--- src/rtl/w_sw_status_reporter.sv ---
// Status frame transmitter: snapshots mode and time on a report request and
// pushes "Mhh:mm:ss" plus a line terminator into the TX FIFO under backpressure.
module w_sw_status_reporter #(
    parameter bit TERM_CRLF = 1'b1
) (
    input  logic       clk,
    input  logic       rst,
    input  logic       report,
    input  logic       mode,
    input  logic [4:0] hour,
    input  logic [5:0] min,
    input  logic [5:0] sec,
    input  logic       full,
    output logic       push,
    output logic [7:0] push_data,
    output logic       busy,
    output logic       drop
);

    localparam logic [3:0] LAST = TERM_CRLF ? 4'd10 : 4'd9;

    typedef enum logic {
        S_IDLE,
        S_SEND
    } state_t;

    state_t     r_state, w_state_nxt;
    logic [3:0] r_idx, w_idx_nxt;
    logic       r_pending, w_pending_nxt;
    logic       r_drop, w_drop_nxt;
    logic       w_load;
    logic       w_last;
    logic [7:0] w_byte;

    logic       r_mode;
    logic [4:0] r_hour;
    logic [5:0] r_min;
    logic [5:0] r_sec;

    function automatic logic [7:0] tens_ascii(input logic [5:0] v);
        return 8'h30 + 8'(v / 6'd10);
    endfunction

    function automatic logic [7:0] ones_ascii(input logic [5:0] v);
        return 8'h30 + 8'(v % 6'd10);
    endfunction

    // Byte selected by the frame index, built from the snapshot only.
    always_comb begin
        w_byte = 8'h00;
        case (r_idx)
            4'd0:    w_byte = r_mode ? 8'h53 : 8'h57;
            4'd1:    w_byte = tens_ascii({1'b0, r_hour});
            4'd2:    w_byte = ones_ascii({1'b0, r_hour});
            4'd3:    w_byte = 8'h3A;
            4'd4:    w_byte = tens_ascii(r_min);
            4'd5:    w_byte = ones_ascii(r_min);
            4'd6:    w_byte = 8'h3A;
            4'd7:    w_byte = tens_ascii(r_sec);
            4'd8:    w_byte = ones_ascii(r_sec);
            4'd9:    w_byte = TERM_CRLF ? 8'h0D : 8'h0A;
            4'd10:   w_byte = 8'h0A;
            default: w_byte = 8'h00;
        endcase
    end

    // NOTE: every signal written here gets a default first, so no path leaves
    // one unassigned and no latch is inferred.
    always_comb begin
        w_state_nxt   = r_state;
        w_idx_nxt     = r_idx;
        w_pending_nxt = r_pending;
        w_drop_nxt    = 1'b0;
        w_load        = 1'b0;
        w_last        = (r_idx == LAST);
        push          = 1'b0;
        busy          = 1'b0;
        push_data     = 8'h00;

        unique case (r_state)
            S_IDLE: begin
                if (report) begin
                    w_state_nxt = S_SEND;
                    w_idx_nxt   = 4'd0;
                    w_load      = 1'b1;
                end
            end
            S_SEND: begin
                busy      = 1'b1;
                push      = ~full;
                push_data = w_byte;
                if (push && w_last) begin
                    // A request on the closing edge chains the next frame with no gap.
                    w_idx_nxt = 4'd0;
                    if (r_pending || report) begin
                        w_load        = 1'b1;
                        w_pending_nxt = r_pending & report;
                    end else begin
                        w_state_nxt = S_IDLE;
                    end
                end else begin
                    if (push) begin
                        w_idx_nxt = r_idx + 4'd1;
                    end
                    if (report) begin
                        if (r_pending) begin
                            w_drop_nxt = 1'b1;
                        end else begin
                            w_pending_nxt = 1'b1;
                        end
                    end
                end
            end
            default: w_state_nxt = S_IDLE;
        endcase
    end

    // NOTE: clocked state uses non-blocking assignments so every register
    // samples pre-edge values regardless of statement order.
    always_ff @(posedge clk or posedge rst) begin
        if (rst) begin
            r_state   <= S_IDLE;
            r_idx     <= 4'd0;
            r_pending <= 1'b0;
            r_drop    <= 1'b0;
        end else begin
            r_state   <= w_state_nxt;
            r_idx     <= w_idx_nxt;
            r_pending <= w_pending_nxt;
            r_drop    <= w_drop_nxt;
        end
    end

    always_ff @(posedge clk or posedge rst) begin
        if (rst) begin
            r_mode <= 1'b0;
            r_hour <= 5'd0;
            r_min  <= 6'd0;
            r_sec  <= 6'd0;
        end else if (w_load) begin
            r_mode <= mode;
            r_hour <= hour;
            r_min  <= min;
            r_sec  <= sec;
        end
    end

    assign drop = r_drop;

endmodule

--- config.mk ---
export PLATFORM = sky130hd
export DESIGN_NAME = w_sw_status_reporter
export DESIGN_NICKNAME = d
export VERILOG_FILES = /design/src/rtl/w_sw_status_reporter.sv
export SDC_FILE = /design/constraint.sdc
export NUM_CORES = 1
export LEC_CHECK = 0
export ABC_AREA = 1
export BUFFER_PORTS_ARGS = -buffer_cell sky130_fd_sc_hd__buf_2
export CAP_MARGIN = 20
export CORE_AREA = 2 2 64 96
export DETAILED_ROUTE_END_ITERATION = 16
export DIE_AREA = 0 0 66 98
export PLACE_DENSITY = 0.67
export SYNTH_ARGS = -nofsm -noshare
export SYNTH_HDL_FRONTEND = slang
export SYNTH_SLANG_ARGS = --single-unit
--- constraint.sdc ---
create_clock -name clk -period 2.8 [get_ports clk]
set_input_delay 0.42 -clock clk [delete_from_list [all_inputs] [get_ports clk]]
set_output_delay 0.42 -clock clk [all_outputs]
set_load 0.01 [all_outputs]
Yosys cells after proc, flatten, opt, wreduce, memory -nomap -nowiden
Cells that the tools add are included.

cells by class
  add/subtract/negate cells = 7
  divide/modulo/power cells = 6
  equality and inequality tests = 13
  muxes and demuxes = 22
  bitwise operators = 3
  reductions and logical operators = 7

operator list
  operator                                                          count
  8-bit one-hot mux with 10 select lines                            1
  6-bit by 8-bit adder with 8-bit output (first input constant)     6
  6-bit by 4-bit divider with 8-bit output (second input constant)  2
  4-bit by 3-bit == test with 1-bit output (second input constant)  4
  6-bit by 4-bit modulo with 8-bit output (second input constant)   2
  1-bit 2-to-1 mux                                                  13
  4-bit == test (second input constant)                             3
  4-bit 2-to-1 mux                                                  3
  5-bit by 4-bit divider with 8-bit output (second input constant)  1
  4-bit by 2-bit == test with 1-bit output (second input constant)  2
  5-bit by 4-bit modulo with 8-bit output (second input constant)   1
  8-bit 2-to-1 mux                                                  1
  4-bit one-hot mux with 2 select lines                             1
  4-bit by 1-bit adder with 4-bit output (second input constant)    1
  4-bit by 1-bit == test with 1-bit output (second input constant)  1
  4-bit zero test                                                   1
  1-bit one-hot mux with 2 select lines                             2
  3-bit 2-to-1 mux                                                  1
  3-bit by 2-bit != test with 1-bit output (second input constant)  1
  3-bit AND reduction                                               1
  2-bit by 1-bit != test with 1-bit output (second input constant)  1
  2-bit != test (second input constant)                             1
  1-bit NOT                                                         2
  2-bit AND reduction                                               1
  other kinds (5)                                                   5

storage, ports and cells
  bits in registers = 25
  output and inout port bits = 11

Logic depth before layout (Yosys ltp)
  depth in word-level cells = 4
  mapped depth = 17
  gate-level depth less buffers = 17

Least setup slack after synthesis
No wires, ideal clock.

  path kind = register to output
  start = register r_sec[3]
  end = output port push_data[7]
  arrival = 1.975 ns
  required time = 2.380 ns
  setup slack = 0.405 ns
  cell stages (with the launch flop) = 15
  cells stage by stage = dfrtp_1 > ha_1 > inv_1 > nand2_1 > nand2_2 > nand3_1 > nand2_2 > inv_1 > ha_1 > nand3b_1 > nand2_1 > nand2_1 > nand2_1 > nand3_1 > a21oi_1

between the ends
  longest elaborated chain between the ends = 4
  elaborated cells between the ends (all ways) = 6
  classes of those cells = 2 x add/sub; 2 x div; 2 x mux

RTL lines
  element                                                                                                     line    source
  start, declared                                                                                             38      logic [5:0] r_sec;
  start signal, assigned                                                                                      139     r_sec <= 6'd0;
  start signal, assigned                                                                                      144     r_sec <= sec;
  6-bit by 4-bit modulo with 8-bit output / 6-bit by 4-bit divider with 8-bit output (equally long branches)  45, 41
  6-bit by 8-bit adder with 8-bit output, on equally long branches                                            45, 41
  8-bit one-hot mux with 10 select lines *                                                                    51      case (r_idx)
  8-bit 2-to-1 mux *                                                                                          80      unique case (r_state)
  end, declared                                                                                               15      output logic [7:0] push_data,

Every way passes the cells marked *; elsewhere a longest branch is shown, timed or not.

Worst setup path in the final report
  start = register r_sec[4]
  end = output port push_data[3]

The elaborated chain is that of the path after synthesis.

==> impl_metrics.py <==
metrics = {
    "synthesis": {
        "ys_top_cells_by_area": "dfrtp_1 (27%), nand2_1 (12%), inv_1 (8.4%)",
        "synth_edf_count": 0,
        "syn_nets": 370,
        "ys_seq_area_share_pct": 26.9,
        "syn_avg_cell_area_um2": 6.89,
        "synth_warnings": 0,
        "synth_top_area_share_pct": 26.9,
        "syn_inst": 337,
        "yosysTopAreaCell": "dfrtp_1",
        "synthArstFlopShare_pct": 100,
        "netlist_area_um2": 2320,
        "ys.flop_type": "dfrtp_1",
        "synth.distinct_cells": 40,
        "ys_ff_latch": 25,
    },
    "pwr": {
        "power_density_nw_per_um2": 1440,
        "p_seq_share_pct": 17.2,
        "p_leak_nw": 1.51,
        "comb_power_share_pct": 77.3,
        "peakVddDrop_v": 0.000503,
        "power_frac_clock_pct": 5.4,
        "internal_power_mw": 1.82,
        "p_sw_share_pct": 54.8,
        "p_sw_mw": 2.21,
    },
    "worst_setup_path": {
        "arrival_ns": 2.30,
        "cp-end-kind": "output port",
        "crit_path_max_incr_delay_ns": 0.37,
        "crit_family": "simple AND/OR/NAND/NOR gates",
        "cp_slowest_cell": "dfrtp_1",
        "critPathKind": "reg -> out",
        "crit_path_start_kind": "register",
        "crit_buf_inv": 4,
        "cp_max_fo": 4,
        "worstPathRequired_ns": 2.38,
        "cp_common_cell": "nand2_2",
        "crit_chain": "inv_2 -> ha_4 -> inv_4 -> nand2_4 -> nand4_1 -> nand2_1 -> nand2_2 -> nand2_2 -> inv_2 -> ha_4 -> nand3b_1 -> nand2_1 -> nand2_2 -> nand2_2 -> nor2_2 -> nor2_1 -> nor2_1 -> buf_2",
    },
    "drt": {
        "drt-total-wl_um": 5650,
        "viasPerCell": 5.02,
        "wl_per_cell_um": 12.4,
        "drc_errors": 0,
        "drtAntennaViolNets": 0,
        "drtPass1Iterations": 4,
        "drt_iter0_markers": 97,
        "vias": 2281,
    },
    "global_route": {
        "gr-usage-all-layers_pct": 18.6,
        "grt.overflow.total": 0,
        "grt_antenna_before_repair": 0,
        "grt_pass1_vias": 2237,
        "grt_max_degree": 33,
        "grt_pass1_wl_um": 9470,
    },
    "clock_tree": {
        "hold_buffers": 0,
        "path_clk_slew_ns": 0.09,
        "clock_sinks": 25,
        "cts_buffers": 3,
        "root_buffer": "clkbuf_8",
        "clock_path_buffers": 2,
        "worstSkewPairLatency_ns": 0.27,
        "cts_tree": "built",
        "htree_levels": 1,
    },
    "sta": {
        "setup-violations-final": 0,
        "holdWs_ns": 0.165,
        "setup_tns_ns": 0,
        "hold_violations": 0,
        "finalMaxSlewViolations": 0,
        "worstMarginPinSlew_ns": 0.520,
        "relSlewSlack_pct": 65.3,
        "fin_crit_sh_pct": 97.2,
        "rsz0062_at_grt": "yes",
        "fmax_mhz": 368,
        "layout_min_cycle_time_ns": 2.72,
        "finClkSkew_ns": 0.00181,
    },
    "placed_design": {
        "io_buffers": 32,
        "detailed_place_hpwl_um": 4360,
        "gp_congestion": 0.872,
        "placedCellCount": 439,
    },
    "floorplanning": {
        "ios": 33,
        "fp.dieH_um": 98,
        "dieArea_um2": 6470,
        "die_width_um": 66,
        "fp-row-count": 34,
        "core_um2": 5700,
        "start_util_pct": 40.8,
    },
    "status": {
        "outcome": "finished, final reports clean",
    },
    "layout": {
        "fin_cells": 454,
        "fillers": 594,
        "layout-drive-gt1-share_pct": 30.9,
        "diodes": 0,
        "area_growth_pct": 20.2,
        "fin_nets": 416,
    },
    "run": {
        "max-cap-violations": 0,
    },
    "hold_path": {
        "hold_class": "in -> async",
    },
}
cell families (layout without fill, tap and decap cells):
logic type,count (synthesis),after routing,synth area share (%)
DFF,25,25,26.9
buffers and inverters,65,110,11.1
and+or+nand+nor,183,183,39.5
AOI/OAI and AO/OA,47,47,13.7
muxes,4,4,2.10
adders and majority gates,11,11,5.92
xor gates and xnor gates,2,2,0.754
cells in the mapped netlist (3+ instances only):
| cell | number |
|---|---|
| nor3_1 | 7 |
| nand2_1 | 77 |
| inv_2 | 10 |
| a21oi_1 | 15 |
| nor2_1 | 32 |
| inv_1 | 52 |
| a21oi_2 | 7 |
| nand4_1 | 7 |
| o21ai_2 | 3 |
| nand3_2 | 6 |
| nand3_1 | 28 |
| nand2_4 | 7 |
| nor2_2 | 3 |
| nand2_2 | 8 |
| mux2_2 | 3 |
| ha_1 | 11 |
| nand3b_1 | 3 |
| o21ai_0 | 7 |
| dfrtp_1 | 25 |
repair_timing:
action / 4_1_cts / 5_1_grt
pin swaps: 3 / 11
resized for setup: 0 / 25
endpoints found under the setup margin: 2 / 8
buffers inserted: 3 / 7
routing by layer:
layer	wire, um	GRT usage (%)
met4	134	7.85
met1	2210	19.9
met2	3180	35.4
met3	123	2.07
met5	0	0
worst reg2reg max path, cell delays in order (launching register included):
cell     delay, ns
dfrtp_1       0.44
inv_1         0.11
ha_1          0.17
inv_1         0.06
nor2_1        0.19
inv_2         0.11
o21ai_4       0.16
o21ai_2       0.07
buf_4         0.25
mux2_4        0.34
final cells by class:
type | count | area [um^2] | area share (%)
Clock buffer | 4 | 45.0 | 1.61
Timing Repair Buffer | 44 | 270 | 9.68
Multi-Input combinational cell | 247 | 1520 | 54.4
Inverter | 62 | 238 | 8.51
Tap cell | 72 | 90.1 | 3.23
Sequential cell | 25 | 631 | 22.6
worst paths after layout:
path                                from            to  slack (ns)  cells after the start
worst min register to register  r_min[0]      r_min[0]        0.52                      2
worst min-delay path                 rst      r_min[3]        0.16                      2
min in group clk                    mode        r_mode        0.37                      2
max in group asynchronous            rst      r_idx[1]        2.18                      3
worst max register to register  r_idx[0]      r_sec[5]        0.79                      9
worst max-delay path            r_sec[4]  push_data[3]        0.08                     18
sequential cells by signal, summed over array words and instances (netlist names):
signal,cells
drop,1
r_idx,4
r_hour,5
r_mode,1
r_sec,6
r_min,6
r_state,1
r_pending,1
power by group through the flow:
stage	Clock, mW	Sequential [mW]	Combinational [mW]
after CTS	0.228	0.675	2.83
after detailed placement	0	0.690	2.76
after floorplan	0	0.653	2.24
final	0.219	0.694	3.12
after global placement	0	0.687	2.74
after global routing	0.244	0.722	3.50
cell usage in the layout, fill, tap and decap left out, types with 4 or more instances in the layout:
cell type	count
a21oi_1	15
a21oi_2	7
buf_2	32
buf_4	11
dfrtp_1	21
dfrtp_2	4
ha_1	9
inv_1	49
inv_2	11
nand2_1	74
nand2_2	9
nand2_4	9
nand3_1	24
nand3_2	9
nand4_1	7
nor2_1	30
nor2_2	5
nor3_1	6
o21ai_0	7
through the flow:
stage,area [um^2],power (mW),setup WS (ns),util [%]
2_1_floorplan,2320,2.89,0.405,-
3_3_place_gp,2550,3.43,0.267,44.8
3_5_place_dp,2550,3.45,0.206,44.8
4_1_cts,2620,3.73,0.000890,46.0
5_1_grt,2790,4.47,-0.136,49.0
6_report,2790,4.03,0.0794,49.0
(Power assumes the default switching activity.)
